File: src/rtl/mcu_dma_sched.sv
// -----------------------------------------------------------------------------
// mcu_dma_sched
//   Bus-slot scheduler shared by NCH DMA channels and the CPU. Each channel
//   has its own word pointer, an inclusive end compare, frame repeat, stop
//   and end-of-frame interrupt. On every slot_en strobe one owner is picked:
//   a pending DMA channel first, then the CPU, otherwise the slot stays idle.
//
//   Build option: define MCU_DMA_RR_EN for round-robin DMA arbitration. The
//   search starts after the last granted channel, and the last-grant register
//   resets to NCH-1 so that channel 0 is favoured first. When the macro is
//   undefined, fixed priority applies and the lowest index wins.
//
// Ports
//   clk32      system clock
//   porb       asynchronous active-low reset
//   slot_en    one-clk32 strobe marking the start of a bus slot
//   cpu_req    CPU access pending
//   ch_on      per-channel enable (a rising edge starts the channel)
//   ch_rep     per-channel repeat (frame wrap) mode
//   ch_req     per-channel data request
//   ch_start   start pointers, channel i at [i*AW +: AW]
//   ch_end     inclusive end pointers, same packing as ch_start
//   cpu_cyc    CPU owns the current slot
//   dma_cyc    one-hot DMA owner of the current slot
//   dma_addr   word address for the DMA slot (holds its value when idle)
//   dma_load   one-clk32 strobe telling channel i to latch the data
//   ch_active  channel running
//   ch_frame   toggles on every frame wrap
//   ch_irq     one-clk32 end-of-frame pulse
//   ch_ptr     current pointers (readback)
// -----------------------------------------------------------------------------
module mcu_dma_sched #(
  parameter int AW  = 21,
  parameter int NCH = 2
) (
  input  logic              clk32,
  input  logic              porb,
  input  logic              slot_en,
  input  logic              cpu_req,
  input  logic [NCH-1:0]    ch_on,
  input  logic [NCH-1:0]    ch_rep,
  input  logic [NCH-1:0]    ch_req,
  input  logic [NCH*AW-1:0] ch_start,
  input  logic [NCH*AW-1:0] ch_end,
  output logic              cpu_cyc,
  output logic [NCH-1:0]    dma_cyc,
  output logic [AW-1:0]     dma_addr,
  output logic [NCH-1:0]    dma_load,
  output logic [NCH-1:0]    ch_active,
  output logic [NCH-1:0]    ch_frame,
  output logic [NCH-1:0]    ch_irq,
  output logic [NCH*AW-1:0] ch_ptr
);

  typedef enum logic [1:0] {
    ST_IDLE = 2'd0,
    ST_RUN  = 2'd1,
    ST_DONE = 2'd2
  } ch_state_t;

  logic [NCH-1:0] run_vec;
  logic [NCH-1:0] pending;
  logic [NCH-1:0] grant_vec;     // one-hot winner, already qualified by slot_en
  logic           grant_found;
  logic           cpu_grant;
  logic [AW-1:0]  addr_sel;

  logic           cpu_cyc_reg;
  logic [NCH-1:0] dma_cyc_reg;
  logic [NCH-1:0] dma_load_reg;
  logic [AW-1:0]  dma_addr_reg;

  // A channel that loses ch_on in the strobe cycle drops out of pending here.
  assign pending = run_vec & ch_on & ch_req;

`ifdef MCU_DMA_RR_EN
  localparam int LW = (NCH > 1) ? $clog2(NCH) : 1;
  logic [LW-1:0] last_grant_reg;
  logic [LW-1:0] grant_idx;

  always_comb begin
    int idx;
    idx         = 0;
    grant_vec   = '0;
    grant_found = 1'b0;
    grant_idx   = last_grant_reg;
    for (int k = 0; k < NCH; k++) begin
      idx = (int'(last_grant_reg) + 1 + k) % NCH;
      if (!grant_found && pending[idx]) begin
        grant_found    = 1'b1;
        grant_vec[idx] = 1'b1;
        grant_idx      = LW'(idx);
      end
    end
    if (!slot_en) begin
      grant_vec   = '0;
      grant_found = 1'b0;
    end
  end

  always_ff @(posedge clk32 or negedge porb) begin
    if (!porb) begin
      last_grant_reg <= LW'(NCH - 1);
    end else if (grant_found) begin
      last_grant_reg <= grant_idx;
    end
  end
`else
  always_comb begin
    grant_vec   = '0;
    grant_found = 1'b0;
    for (int k = 0; k < NCH; k++) begin
      if (!grant_found && pending[k]) begin
        grant_found  = 1'b1;
        grant_vec[k] = 1'b1;
      end
    end
    if (!slot_en) begin
      grant_vec   = '0;
      grant_found = 1'b0;
    end
  end
`endif

  assign cpu_grant = slot_en & ~grant_found & cpu_req;

  // Pre-increment pointer of the winning channel.
  always_comb begin
    addr_sel = '0;
    for (int k = 0; k < NCH; k++) begin
      if (grant_vec[k]) begin
        addr_sel = ch_ptr[k*AW +: AW];
      end
    end
  end

  // Slot ownership is only re-evaluated on a strobe; dma_load is a pulse.
  always_ff @(posedge clk32 or negedge porb) begin
    if (!porb) begin
      cpu_cyc_reg  <= 1'b0;
      dma_cyc_reg  <= '0;
      dma_load_reg <= '0;
      dma_addr_reg <= '0;
    end else begin
      dma_load_reg <= grant_vec;
      if (slot_en) begin
        cpu_cyc_reg <= cpu_grant;
        dma_cyc_reg <= grant_vec;
        if (grant_found) begin
          dma_addr_reg <= addr_sel;
        end
      end
    end
  end

  assign cpu_cyc  = cpu_cyc_reg;
  assign dma_cyc  = dma_cyc_reg;
  assign dma_load = dma_load_reg;
  assign dma_addr = dma_addr_reg;

  generate
    for (genvar gi = 0; gi < NCH; gi++) begin : g_ch
      ch_state_t     state_reg, state_next;
      logic [AW-1:0] ptr_reg, ptr_next;
      logic          on_d_reg;
      logic          frame_reg, frame_next;
      logic          irq_reg, irq_next;
      logic          active_reg, active_next;
      logic [AW-1:0] start_w, end_w;

      assign start_w = ch_start[gi*AW +: AW];
      assign end_w   = ch_end[gi*AW +: AW];

      always_comb begin
        state_next  = state_reg;
        ptr_next    = ptr_reg;
        frame_next  = frame_reg;
        irq_next    = 1'b0;
        active_next = active_reg;
        if (!ch_on[gi]) begin
          // Stop from any state; the pointer keeps its last value.
          state_next  = ST_IDLE;
          active_next = 1'b0;
        end else begin
          case (state_reg)
            ST_IDLE: begin
              if (!on_d_reg) begin
                state_next  = ST_RUN;
                ptr_next    = start_w;
                active_next = 1'b1;
              end
            end
            ST_RUN: begin
              if (grant_vec[gi]) begin
                if (ptr_reg != end_w) begin
                  ptr_next = ptr_reg + AW'(1);
                end else begin
                  irq_next = 1'b1;
                  if (ch_rep[gi]) begin
                    ptr_next   = start_w;
                    frame_next = ~frame_reg;
                  end else begin
                    state_next  = ST_DONE;
                    active_next = 1'b0;
                  end
                end
              end
            end
            ST_DONE: ;
            default: state_next = ST_IDLE;
          endcase
        end
      end

      // on_d resets high: a channel whose enable is held through reset must
      // see a fresh 0->1 transition before it starts again.
      always_ff @(posedge clk32 or negedge porb) begin
        if (!porb) begin
          state_reg  <= ST_IDLE;
          ptr_reg    <= '0;
          on_d_reg   <= 1'b1;
          frame_reg  <= 1'b0;
          irq_reg    <= 1'b0;
          active_reg <= 1'b0;
        end else begin
          state_reg  <= state_next;
          ptr_reg    <= ptr_next;
          on_d_reg   <= ch_on[gi];
          frame_reg  <= frame_next;
          irq_reg    <= irq_next;
          active_reg <= active_next;
        end
      end

      assign run_vec[gi]            = (state_reg == ST_RUN);
      assign ch_ptr[gi*AW +: AW]    = ptr_reg;
      assign ch_active[gi]          = active_reg;
      assign ch_frame[gi]           = frame_reg;
      assign ch_irq[gi]             = irq_reg;
    end
  endgenerate

endmodule

File: config.mk
export PLATFORM = sky130hd
export DESIGN_NAME = mcu_dma_sched
export DESIGN_NICKNAME = d
export VERILOG_FILES = /design/src/rtl/mcu_dma_sched.sv
export SDC_FILE = /design/constraint.sdc
export NUM_CORES = 1
export LEC_CHECK = 0
export BUFFER_PORTS_ARGS = -buffer_cell sky130_fd_sc_hd__buf_2
export CAP_MARGIN = 0
export CORE_MARGIN = 1.5
export CORE_UTILIZATION = 30
export CTS_CLUSTER_SIZE = 28
export DETAILED_ROUTE_END_ITERATION = 8
export PLACE_DENSITY = 0.57
export SLEW_MARGIN = 30
export SYNTH_ARGS = -nofsm -noshare
export SYNTH_HDL_FRONTEND = slang
export SYNTH_SLANG_ARGS = --single-unit
File: constraint.sdc
create_clock -name clk32 -period 2.2 [get_ports clk32]
set_input_delay 0.66 -clock clk32 [delete_from_list [all_inputs] [get_ports clk32]]
set_output_delay 0.66 -clock clk32 [all_outputs]
set_load 0.02 [all_outputs]
==> Implementation_results.wiki, run 1 <==
{| class="wikitable"
! Metric !! Value
|-
| Insertion delay to the later sink of the worst-skew pair || 360 ps
|-
| Final weighted congestion in routability-driven placement || approximately 0.89
|-
| Synth Area in Adders || 0.005042
|-
| Outcome || finished, violations left
|-
| XOR/XNOR share of the synthesized area || 0.07764
|-
| Clock slew at reported path FFs || ~70 ps
|-
| Synth unique cells || between 50 and 60
|-
| Area after detailed placement || between 6000 and 7000 µm²
|-
| Pin count of the biggest net entering global routing || 53
|-
| Count of pins on the block boundary || between 150 and 200
|-
| Number of design rule violations left after detail routing || 0
|-
| Most instantiated flip-flop cell in the synthesis netlist || sky130_fd_sc_hd__dfrtp_1
|-
| Maximum clock skew at final layout || approximately 12 ps
|-
| Register area share after synthesis || 0.4038
|-
| Total power || approximately 0.0073 W
|-
| # hold bufs at CTS || 0
|-
| R2r worst-path depth || 7
|-
| Number of enable-type register cells in the synthesized netlist || 0
|-
| Mean Syn Cell Area || approximately 9.3 µm²
|-
| Crit path max-delay family || simple AND/OR/NAND/NOR gates
|-
| Vias per Instance || about 5.5
|-
| Antenna cells || 0
|-
| Number of sinks driven by the clock tree || 80
|-
| First-pass GRT wire length || about 30 mm
|-
| Final period util || 1.117
|-
| HPWL after DPL || around 14 mm
|-
| Number of buffers on the longest clock path || 2
|-
| Flip-flop and latch count after synthesis || 80
|-
| Fraction of registers with async set/reset || 1.000
|-
| Main combinational cell family by area after synthesis || compound AO/OA/AOI/OAI gates
|-
| Most common library cell in the layout ignoring fill and taps || sky130_fd_sc_hd__buf_2
|-
| Largest stage delay on the critical path || 470 ps
|-
| Flip-flop count of the largest register after layout || 42
|-
| Worst setup slack for register-to-register paths || -260 ps
|-
| Max Slew Vio Count || 0
|-
| Die ar. || approximately 17000 µm²
|-
| Die outline width || 131.6 µm
|-
| Detail Route Antenna Nets || 0
|-
| Signed area change from the synthesized netlist to the final layout || 49.41%
|-
| RR Startpoint || g_ch[0].ptr_reg[2]
|-
| Root Buffer || sky130_fd_sc_hd__clkbuf_16
|-
| Post-placement worst setup slack || -829.3 ps
|-
| Critical path buffer and inverter count || 1
|-
| # nets final || 860
|-
| TritonCTS buffer count || 9
|-
| Top library cells by usage in the layout, fill and taps aside || sky130_fd_sc_hd__buf_2 (163), sky130_fd_sc_hd__buf_4 (78), sky130_fd_sc_hd__dfrtp_1 (77)
|-
| Count of max-cap constraint violations || 0
|-
| Vias in the first global route || 5323
|-
| Basic-gate share of the synthesized area counting and, or, nand and nor cells || 0.1588
|-
| Rows || 46
|-
| Antenna violations before repair || 0
|-
| Setup TNS || -5155 ps
|-
| Post-synthesis instance area || 4964 µm²
|-
| Power Density || 981.7 nW/µm²
|-
| Violation count after the first detailed-route iteration || 470
|-
| Category of the critical setup timing path || reg2reg
|-
| Area of the core || 16000 µm²
|-
| Max frequency || between 0.4 and 0.5 GHz
|-
| Critical R2R Capture || g_ch[0].ptr_reg[17]
|-
| Setup violators final || 45
|-
| Failing checks || setup timing
|-
| Pre-Repair DR Iteration Count || 5
|-
| Worst IR Drop VDD || approximately 0.44 mV
|-
| GRT Overall Usage || 0.2244
|-
| DIE HEIGHT || roughly 130 µm
|-
| Cell breakdown of the critical path || xnor2_4 -> nand4_1 -> or4_4 -> o41a_1 -> or2_4 -> buf_8 -> a221oi_2
|-
| Leakage power || around 3.5 nW
|-
| H-tree levels || 3
|-
| Worst path slowest cell || sky130_fd_sc_hd__or4_4
|-
| Final routed wirelength across all metal layers || just under 20 mm
|-
| Max_slew headroom || 0.6368
|-
| Kind of end point of the critical path || flip-flop
|-
| Post-layout min period || about 2500 ps
|-
| Number of standard cells after synthesis || roughly 540
|-
| Element type at the critical path start || flip-flop
|-
| Final critical-path setup slack || -258.4 ps
|-
| Overflow after GRT || 0
|-
| Mux share of post-synthesis cell area || 0.07083
|-
| Crit path DAT || about 2700 ps
|-
| Top fanout value on the critical path || 6
|-
| Share of final-layout standard cells stronger than drive strength 1 || 0.4538
|-
| Design Area, Final || roughly 7400 µm²
|-
| RSZ-0062 raised after global routing || yes
|-
| Data required time of the critical path || between 2000 and 2500 ps
|-
| Count of input and output buffers || ~170
|-
| Complex-gate fraction of the synthesized area || 0.2082
|-
| YS warnings || 0
|-
| Detailed-route via count || around 5.4k
|-
| Post-DR wirelength/cell || ~20 µm
|-
| Number of nets in the synthesized netlist || about 630
|-
| Hold Crit Class || in2async
|-
| Clock tree from TritonCTS || built
|-
| Initial core utilization || 0.3102
|-
| Final Hold Vio Count || 0
|-
| Worst-margin pin slew || approximately 540 ps
|}
-- what timing repair did --
| item | in CTS | in global routing |
|---|---|---|
| resized for setup | 65 | 30 |
| endpoints found under the setup margin | 51 | 50 |
| pin swaps | 17 | 13 |
| cloned | 7 | 1 |
| buffers inserted | 2 | 1 |
-- stage by stage --
stage | util | std cells | hold WS (ps)
5_1_grt | 0.4635 | 985 | 326.6
2_1_floorplan | - | 535 | 364.4
3_3_place_gp | 0.4072 | 960 | 457.0
4_1_cts | 0.4547 | 985 | 311.9
3_5_place_dp | 0.4072 | 960 | 474.7
6_report | 0.4635 | 985 | 292.5
-- cell families (layout without fill, tap and decap cells) --
family | count (synthesis) | count (layout)
multiplexers | 35 | 35
buffers and inverters | 82 | 313
flip-flops | 80 | 80
XOR/XNOR | 44 | 44
adder cells (fa/ha/maj) | 2 | 2
AND/OR/NAND/NOR | 155 | 158
AO/OA/AOI/OAI | 137 | 137
-- layer usage --
metal,GRT usage,vias up,part of all wire
met3,0.04282,31,0.076
met1,0.3052,2618,0.43
li1,-,2434,-
met4,0.06667,0,0.020
met5,0,-,0
met2,0.3611,289,0.47
-- power breakdown --
part	internal (W)	switching, W	leakage [nW]
clock network	0.00115	0.000671	0.173
registers	0.00185	0.000278	0.924
logic	0.00132	0.00201	2.35
-- cells in the mapped netlist, drive strengths merged, types with 3 or more instances --
cell / count / area (µm²)
a21oi: 16 / 80.08
a221oi: 10 / 143.9
a222oi: 5 / 50.05
a22oi: 29 / 217.7
a31oi: 9 / 56.30
and2: 3 / 21.28
and3: 14 / 87.58
buf: 25 / 161.4
clkbuf: 17 / 63.81
dfrtp: 78 / 1952
inv: 40 / 150.1
mux2i: 34 / 340.3
nand2: 32 / 120.1
nand3: 7 / 35.03
nand4: 16 / 100.1
nor2: 34 / 127.6
nor2b: 5 / 31.28
nor3: 22 / 110.1
nor4: 10 / 68.81
o211ai: 21 / 157.7
o22ai: 31 / 193.9
or3: 4 / 25.02
xnor2: 15 / 131.4
xor2: 29 / 254.0
-- worst max-delay path by stage --
| stage | depth (start not counted) | endpoint | from |
|---|---|---|---|
| floorplan | 6 | g_ch[0].ptr_reg[14] | ch_end[3] |
| finish | 7 | g_ch[0].ptr_reg[17] | g_ch[0].ptr_reg[2] |
| CTS | 7 | g_ch[0].ptr_reg[17] | g_ch[0].ptr_reg[2] |
| global placement | 8 | g_ch[0].ptr_reg[17] | ch_end[2] |
| global route | 7 | g_ch[0].ptr_reg[17] | g_ch[0].ptr_reg[2] |
| detailed placement | 8 | g_ch[0].ptr_reg[2] | ch_end[2] |
-- final cells by class --
class / count / area [µm²]
tap: 216 / 270.3
inverter: 40 / 150.1
fill: 1547 / 8584
multi-input combinational: 376 / 2999
sequential: 80 / 2006
clock inverter: 6 / 116.4
clock buffer: 10 / 239.0
timing repair buffer: 257 / 1635
Note: power is estimated with default switching activity, not from simulation.
==> run 2: changes to the inputs <==
- CORE_UTILIZATION: 30 -> 46
- PLACE_DENSITY: 0.57 -> 0.8
==> run 2 against run 1 <==
Compared with the run above: the flow still finishes with violations (setup timing); non-clock buffer count is 3 higher; critical path depth rose by 1; clock power fell by 35%; die area fell by 34%; hold slack got worse by 72 ps.
==> Implementation_results.wiki, run 2 (same netlist as run 1, synthesis figures left out) <==
{| class="wikitable"
! Metric !! Value
|-
| Initial core utilization || 0.4765 (was 0.3102)
|-
| Final critical-path setup slack || -293.3 ps (was -258.4 ps)
|-
| Power Density || 935.0 nW/µm² (was 981.7 nW/µm²)
|-
| Area of the core || 10420 µm² (was 16000 µm²)
|-
| Antenna violations before repair || 0 (unchanged)
|-
| RSZ-0062 raised after global routing || yes (unchanged)
|-
| Clock slew at reported path FFs || 90 ps (was 70 ps)
|-
| Overflow after GRT || 0 (unchanged)
|-
| Data required time of the critical path || 2470 ps (about the same)
|-
| Post-placement worst setup slack || -734.8 ps (was -829.3 ps)
|-
| Final period util || 1.133 (was 1.117)
|-
| DIE HEIGHT || 106.9 µm (was 131.6 µm)
|-
| Antenna cells || 0 (unchanged)
|-
| RR Startpoint || g_ch[0].ptr_reg[2] (unchanged)
|-
| R2r worst-path depth || 7 (unchanged)
|-
| Top fanout value on the critical path || 7 (was 6)
|-
| Element type at the critical path start || input pin (was flip-flop)
|-
| GRT Overall Usage || 0.3122 (was 0.2244)
|-
| # nets final || 861 (was 860)
|-
| Setup violators final || 45 (unchanged)
|-
| Vias per Instance || 5.942 (was 5.454)
|-
| Top library cells by usage in the layout, fill and taps aside || sky130_fd_sc_hd__buf_2 (164), sky130_fd_sc_hd__buf_4 (79), sky130_fd_sc_hd__dfrtp_1 (78) (was sky130_fd_sc_hd__buf_2 (163), sky130_fd_sc_hd__buf_4 (78), sky130_fd_sc_hd__dfrtp_1 (77))
|-
| Maximum clock skew at final layout || 14.62 ps (was 11.97 ps)
|-
| Outcome || finished, violations left (unchanged)
|-
| Worst IR Drop VDD || 0.4860 mV (was 0.4408 mV)
|-
| Post-DR wirelength/cell || 19.88 µm (was 20.03 µm)
|-
| Share of final-layout standard cells stronger than drive strength 1 || 0.4312 (was 0.4538)
|-
| First-pass GRT wire length || 27.35 mm (was 30.22 mm)
|-
| Detail Route Antenna Nets || 0 (unchanged)
|-
| Most common library cell in the layout ignoring fill and taps || sky130_fd_sc_hd__buf_2 (unchanged)
|-
| Detailed-route via count || 5383 (was 5372)
|-
| Rows || 37 (was 46)
|-
| Insertion delay to the later sink of the worst-skew pair || 360 ps (about the same)
|-
| Failing checks || setup timing (unchanged)
|-
| Final weighted congestion in routability-driven placement || 1.013 (was 0.8947)
|-
| Final design utilization || 0.6768 (was 0.4635)
|-
| Worst setup path startpoint || ch_end[5] (was g_ch[0].ptr_reg[2])
|-
| Post-layout min period || 2493 ps (was 2458 ps)
|-
| Final routed wirelength across all metal layers || 18.01 mm (was 19.73 mm)
|-
| Max frequency || 0.4011 GHz (was 0.4068 GHz)
|-
| Number of buffers on the longest clock path || 2 (unchanged)
|-
| Pre-Repair DR Iteration Count || 6 (was 5)
|-
| Clock tree from TritonCTS || built (unchanged)
|-
| Root Buffer || sky130_fd_sc_hd__clkbuf_8 (was sky130_fd_sc_hd__clkbuf_16)
|-
| Count of pins on the block boundary || 168 (unchanged)
|-
| Count of input and output buffers || 167 (unchanged)
|-
| Count of max-cap constraint violations || 0 (unchanged)
|-
| Crit path DAT || 2760 ps (was 2720 ps)
|-
| Final Hold Vio Count || 0 (unchanged)
|-
| Hold Crit Class || in2async (unchanged)
|-
| Total power || 0.006591 W (was 0.007280 W)
|-
| HPWL after DPL || 13.20 mm (was 14.37 mm)
|-
| Die outline width || 106.9 µm (was 131.6 µm)
|-
| H-tree levels || 3 (unchanged)
|-
| Number of sinks driven by the clock tree || 80 (unchanged)
|-
| Vias in the first global route || 5139 (was 5323)
|-
| # hold bufs at CTS || 0 (unchanged)
|-
| Signed area change from the synthesized netlist to the final layout || 42.02% (was 49.41%)
|-
| Max_slew headroom || 0.6609 (was 0.6368)
|-
| Kind of end point of the critical path || flip-flop (unchanged)
|-
| Pin count of the biggest net entering global routing || 55 (was 53)
|-
| Number of fill cells in the layout || 840 (was 1547)
|-
| Worst-margin pin slew || 504.7 ps (was 540.6 ps)
|-
| Worst setup slack for register-to-register paths || -280 ps (was -260 ps)
|-
| Number of design rule violations left after detail routing || 0 (unchanged)
|-
| Category of the critical setup timing path || in2reg (was reg2reg)
|-
| Die ar. || 11420 µm² (was 17330 µm²)
|-
| Setup TNS || -6208 ps (was -5155 ps)
|-
| Leakage power || 3.361 nW (was 3.451 nW)
|-
| TritonCTS buffer count || 9 (unchanged)
|-
| Critical R2R Capture || g_ch[0].ptr_reg[14] (was g_ch[0].ptr_reg[17])
|-
| Worst Setup EP || g_ch[0].ptr_reg[14] (was g_ch[0].ptr_reg[17])
|-
| Flip-flop count of the largest register after layout || 42 (unchanged)
|-
| Max Slew Vio Count || 0 (unchanged)
|-
| Violation count after the first detailed-route iteration || 430 (was 470)
|}
run 2: cell count changes in the layout (fill, tap and decap cells not counted), sizes merged:
cell,previous run,this run
and2,6,4
buf,257,260
bufinv,3,2
clkinv,3,4
run 2: routing by layer:
metal  global-route usage  up-vias  routed length, µm  share of wire
li1                     -     2437                  -              -
met1               0.4196     2538               7175           0.40
met2               0.5027      356               8589           0.48
met3              0.05714       52               1756          0.097
met4               0.1162        0                489          0.027
met5                    0        -                  0              0
run 2: worst min-delay path by stage:
stage                         endpoint              start  cells after the start  slack, ps
global route        g_ch[1].ptr_reg[5]               porb                      1        220
detailed placement   g_ch[1].frame_reg  g_ch[1].frame_reg                      1        470
global placement     g_ch[1].frame_reg  g_ch[1].frame_reg                      1        450
CTS                 g_ch[1].ptr_reg[5]               porb                      1        210
floorplan                      cpu_cyc               porb                      0        360
finish              g_ch[1].ptr_reg[5]               porb                      1        220
run 2: cell type report:
cell class	count	area, µm²	area share
Timing Repair Buffer	260	1655	0.2348
Inverter	40	150.1	0.02130
Clock inverter	6	83.83	0.01189
Sequential cell	80	2004	0.2843
Clock buffer	10	127.6	0.01810
Multi-Input combinational cell	374	2858	0.4054
Tap cell	136	170.2	0.02414
run 2: where the power goes:
group	internal (W)	total, W	switching, W
Combinational	0.00130	0.00327	0.00197
Clock	0.000636	0.00119	0.000558
Sequential	0.00184	0.00213	0.000284
Total	0.00378	0.00659	0.00281
run 2: worst max-delay path: stages:
cell	delay, ps
sky130_fd_sc_hd__buf_2	120
sky130_fd_sc_hd__xnor2_2	200
sky130_fd_sc_hd__nand4_1	200
sky130_fd_sc_hd__or4_4	480
sky130_fd_sc_hd__o41a_1	410
sky130_fd_sc_hd__or2_4	270
sky130_fd_sc_hd__buf_6	150
sky130_fd_sc_hd__a221oi_4	270
run 2: stage by stage:
step / hold slack (ps) / cell area [µm²] / cells
after CTS: 212.1 / 6830 / 899
after detailed placement: 468.9 / 6427 / 880
after global routing: 219.9 / 7049 / 906
final: 220.4 / 7049 / 906
after global placement: 453.9 / 6427 / 880
after floorplan: 364.4 / 5000 / 535
run 2: timing repair:
action                     CTS  global route
setup endpoints to repair   48            50
pin swaps                    8            33
gates cloned                 1             0
setup buffers                3             8
resized for setup           34            32
==> run 3: changes to the inputs <==
- REMOVE_ABC_BUFFERS: unset -> 1
- SLEW_MARGIN: 30 -> 10
==> run 3 against run 2 <==
Compared with the run above: the flow still finishes with violations (setup timing); cell area up 2.4%; cell count rose by 0.99%; critical path type is now reg2reg; count of clock-buffer cells in the layout grew 1; routed wire length increased by 4.5%; hold slack got worse by 16 ps; sequential share of layout area fell by 0.68 points; clock skew decreased by 1.1 ps; sequential cell count stayed put; total power grew 0.54%; die area is the same; maximum frequency up 4.7%; critical endpoint is now g_ch[1].ptr_reg[12].
==> Implementation_results.wiki, run 3 (same netlist as run 1, synthesis figures left out) <==
{| class="wikitable"
! Metric !! Value
|-
| First-pass GRT wire length || 28.32 mm (was 27.35 mm)
|-
| Vias per Instance || 6.049 (was 5.942)
|-
| Top fanout value on the critical path || 6 (was 7)
|-
| Area after detailed placement || 6407 µm² (was 6427 µm²)
|-
| Final design utilization || 0.6933 (was 0.6768)
|-
| RSZ-0062 raised after global routing || yes (unchanged)
|-
| Rows || 37 (unchanged)
|-
| Count of input and output buffers || 167 (unchanged)
|-
| Pre-Repair DR Iteration Count || 5 (was 6)
|-
| Element type at the critical path start || flip-flop (was input pin)
|-
| GRT Overall Usage || 0.3247 (was 0.3122)
|-
| Worst-margin pin slew || 447.7 ps (was 504.7 ps)
|-
| Flip-flop count of the largest register after layout || 42 (unchanged)
|-
| Final Hold Vio Count || 0 (unchanged)
|-
| Max_slew headroom || 0.7005 (was 0.6609)
|-
| Outcome || finished, violations left (unchanged)
|-
| Initial core utilization || 0.4765 (unchanged)
|-
| Max Slew Vio Count || 0 (unchanged)
|-
| RR Startpoint || g_ch[1].ptr_reg[20] (was g_ch[0].ptr_reg[2])
|-
| Clock tree from TritonCTS || built (unchanged)
|-
| Signed area change from the synthesized netlist to the final layout || 45.50% (was 42.02%)
|-
| Vias in the first global route || 5452 (was 5139)
|-
| Crit path DAT || 2640 ps (was 2760 ps)
|-
| Die ar. || 11420 µm² (unchanged)
|-
| Kind of end point of the critical path || flip-flop (unchanged)
|-
| Worst IR Drop VDD || 0.4792 mV (was 0.4860 mV)
|-
| Worst setup path startpoint || g_ch[1].ptr_reg[20] (was ch_end[5])
|-
| Cell breakdown of the critical path || xnor2_2 -> nand4_1 -> or3_4 -> buf_6 -> or4_4 -> bufbuf_16 -> o211ai_1 -> a22oi_1 (was buf_2 -> xnor2_2 -> nand4_1 -> or4_4 -> o41a_1 -> or2_4 -> buf_6 -> a221oi_4)
|-
| Die outline width || 106.9 µm (unchanged)
|-
| Final routed wirelength across all metal layers || 18.82 mm (was 18.01 mm)
|-
| HPWL after DPL || 13.03 mm (was 13.20 mm)
|-
| Post-Route Hold Slack || 204.4 ps (was 220.4 ps)
|-
| Antenna cells || 0 (unchanged)
|-
| Top library cells by usage in the layout, fill and taps aside || sky130_fd_sc_hd__buf_2 (166), sky130_fd_sc_hd__buf_4 (81), sky130_fd_sc_hd__dfrtp_1 (78) (was sky130_fd_sc_hd__buf_2 (164), sky130_fd_sc_hd__buf_4 (79), sky130_fd_sc_hd__dfrtp_1 (78))
|-
| Most common library cell in the layout ignoring fill and taps || sky130_fd_sc_hd__buf_2 (unchanged)
|-
| Number of cells in the design after placement || 879 (was 880)
|-
| Insertion delay to the later sink of the worst-skew pair || 390 ps (was 360 ps)
|-
| Design Area, Final || 7222 µm² (was 7049 µm²)
|-
| Post-DR wirelength/cell || 20.56 µm (was 19.88 µm)
|-
| Power Density || 917.6 nW/µm² (was 935.0 nW/µm²)
|-
| H-tree levels || 3 (unchanged)
|-
| Number of design rule violations left after detail routing || 0 (unchanged)
|-
| Maximum clock skew at final layout || 13.54 ps (was 14.62 ps)
|-
| Detail Route Antenna Nets || 0 (unchanged)
|-
| Count of max-cap constraint violations || 0 (unchanged)
|-
| Critical path buffer and inverter count || 2 (unchanged)
|-
| Max frequency || 0.4200 GHz (was 0.4011 GHz)
|-
| Worst Setup EP || g_ch[1].ptr_reg[12] (was g_ch[0].ptr_reg[14])
|-
| Area of the core || 10420 µm² (unchanged)
|-
| Data required time of the critical path || 2460 ps (was 2470 ps)
|-
| # hold bufs at CTS || 0 (unchanged)
|-
| Post-layout min period || 2381 ps (was 2493 ps)
|-
| Crit path max-delay family || simple AND/OR/NAND/NOR gates (unchanged)
|-
| Final period util || 1.082 (was 1.133)
|-
| Critical R2R Capture || g_ch[1].ptr_reg[12] (was g_ch[0].ptr_reg[14])
|-
| Setup violators final || 41 (was 45)
|-
| Failing checks || setup timing (unchanged)
|-
| Overflow after GRT || 0 (unchanged)
|-
| TritonCTS buffer count || 9 (unchanged)
|-
| Hold Crit Class || in2async (unchanged)
|-
| Detailed-route via count || 5535 (was 5383)
|-
| Crit path depth || 8 (unchanged)
|-
| Final critical-path setup slack || -181.1 ps (was -293.3 ps)
|-
| Largest stage delay on the critical path || 490 ps (was 480 ps)
|-
| Number of sinks driven by the clock tree || 80 (unchanged)
|-
| Number of fill cells in the layout || 836 (was 840)
|-
| Clock slew at reported path FFs || 90 ps (about the same)
|-
| Worst setup slack for register-to-register paths || -180 ps (was -280 ps)
|-
| Violation count after the first detailed-route iteration || 447 (was 430)
|-
| Root Buffer || sky130_fd_sc_hd__clkbuf_8 (unchanged)
|-
| Worst path slowest cell || sky130_fd_sc_hd__or4_4 (unchanged)
|-
| R2r worst-path depth || 8 (was 7)
|-
| Pin count of the biggest net entering global routing || 38 (was 55)
|-
| Number of buffers on the longest clock path || 2 (unchanged)
|-
| Share of final-layout standard cells stronger than drive strength 1 || 0.4519 (was 0.4312)
|-
| Antenna violations before repair || 0 (unchanged)
|-
| Count of pins on the block boundary || 168 (unchanged)
|-
| Category of the critical setup timing path || reg2reg (was in2reg)
|-
| Leakage power || 3.436 nW (was 3.361 nW)
|-
| Finished Layout Cells || 915 (was 906)
|-
| Final weighted congestion in routability-driven placement || 0.9043 (was 1.013)
|-
| DIE HEIGHT || 106.9 µm (unchanged)
|-
| # nets final || 870 (was 861)
|}
## run 3: report_power, final
part           total, W  internal [W]  leakage, nW  switching (W)
Clock           0.00119      0.000583        0.101       0.000611
Combinational   0.00330       0.00133         2.41        0.00197
Sequential      0.00213       0.00184        0.925       0.000288
## run 3: worst reg2reg max path, cell delays in order, from the launching register on
cell and delay, ps:
sky130_fd_sc_hd__dfrtp_1 430, sky130_fd_sc_hd__xnor2_2 190, sky130_fd_sc_hd__nand4_1 120, sky130_fd_sc_hd__or3_4 380, sky130_fd_sc_hd__buf_6 130, sky130_fd_sc_hd__or4_4 490, sky130_fd_sc_hd__bufbuf_16 310, sky130_fd_sc_hd__o211ai_1 100
sky130_fd_sc_hd__a22oi_1 130
## run 3: cell type report
class / instances / area [µm²] / area share
Tap cell: 136 / 170.2 / 0.02356
Sequential cell: 80 / 2004 / 0.2775
Inverter: 40 / 150.1 / 0.02079
Timing Repair Buffer: 267 / 1798 / 0.2490
Clock inverter: 5 / 55.05 / 0.007623
Multi-Input combinational cell: 376 / 2893 / 0.4006
Clock buffer: 11 / 151.4 / 0.02096
## run 3: how the worst min path moves through the flow
stage,endpoint,slack [ps],startpoint
2_1_floorplan,cpu_cyc,360,porb
3_3_place_gp,g_ch[0].frame_reg,450,g_ch[0].frame_reg
3_5_place_dp,dma_cyc[1],470,dma_cyc[1]
4_1_cts,g_ch[0].ptr_reg[1],210,porb
5_1_grt,g_ch[0].ptr_reg[2],240,porb
6_report,g_ch[0].ptr_reg[1],200,porb
## run 3: repair_timing
| item | CTS | global route |
|---|---|---|
| pin swaps | 19 | 20 |
| gates cloned | 8 | 2 |
| setup buffers | 8 | 3 |
| gates resized for setup | 30 | 49 |
| endpoints found under the hold margin | 0 | 0 |
| endpoints found under the setup margin | 48 | 50 |
## run 3: layer usage
metal  part of all wire  GRT usage  vias up  wire length, µm
li1                   -          -     2456                -
met1               0.38     0.4283     2662             7203
met2               0.48     0.5266      361             9121
met3              0.093    0.05289       56             1748
met4              0.039     0.1429        0              742
met5                  0          0        -                0
## run 3: through the flow
| step | setup slack [ps] | total power, W | TNS [ps] |
|---|---|---|---|
| 2_1_floorplan | -743.4 | 0.003736 | -23800 |
| 3_3_place_gp | -548.9 | 0.005094 | -23050 |
| 3_5_place_dp | -632.8 | 0.005159 | -24900 |
| 4_1_cts | -115.1 | 0.006465 | -2244 |
| 5_1_grt | -213.0 | 0.006938 | -5878 |
| 6_report | -181.1 | 0.006627 | -3579 |
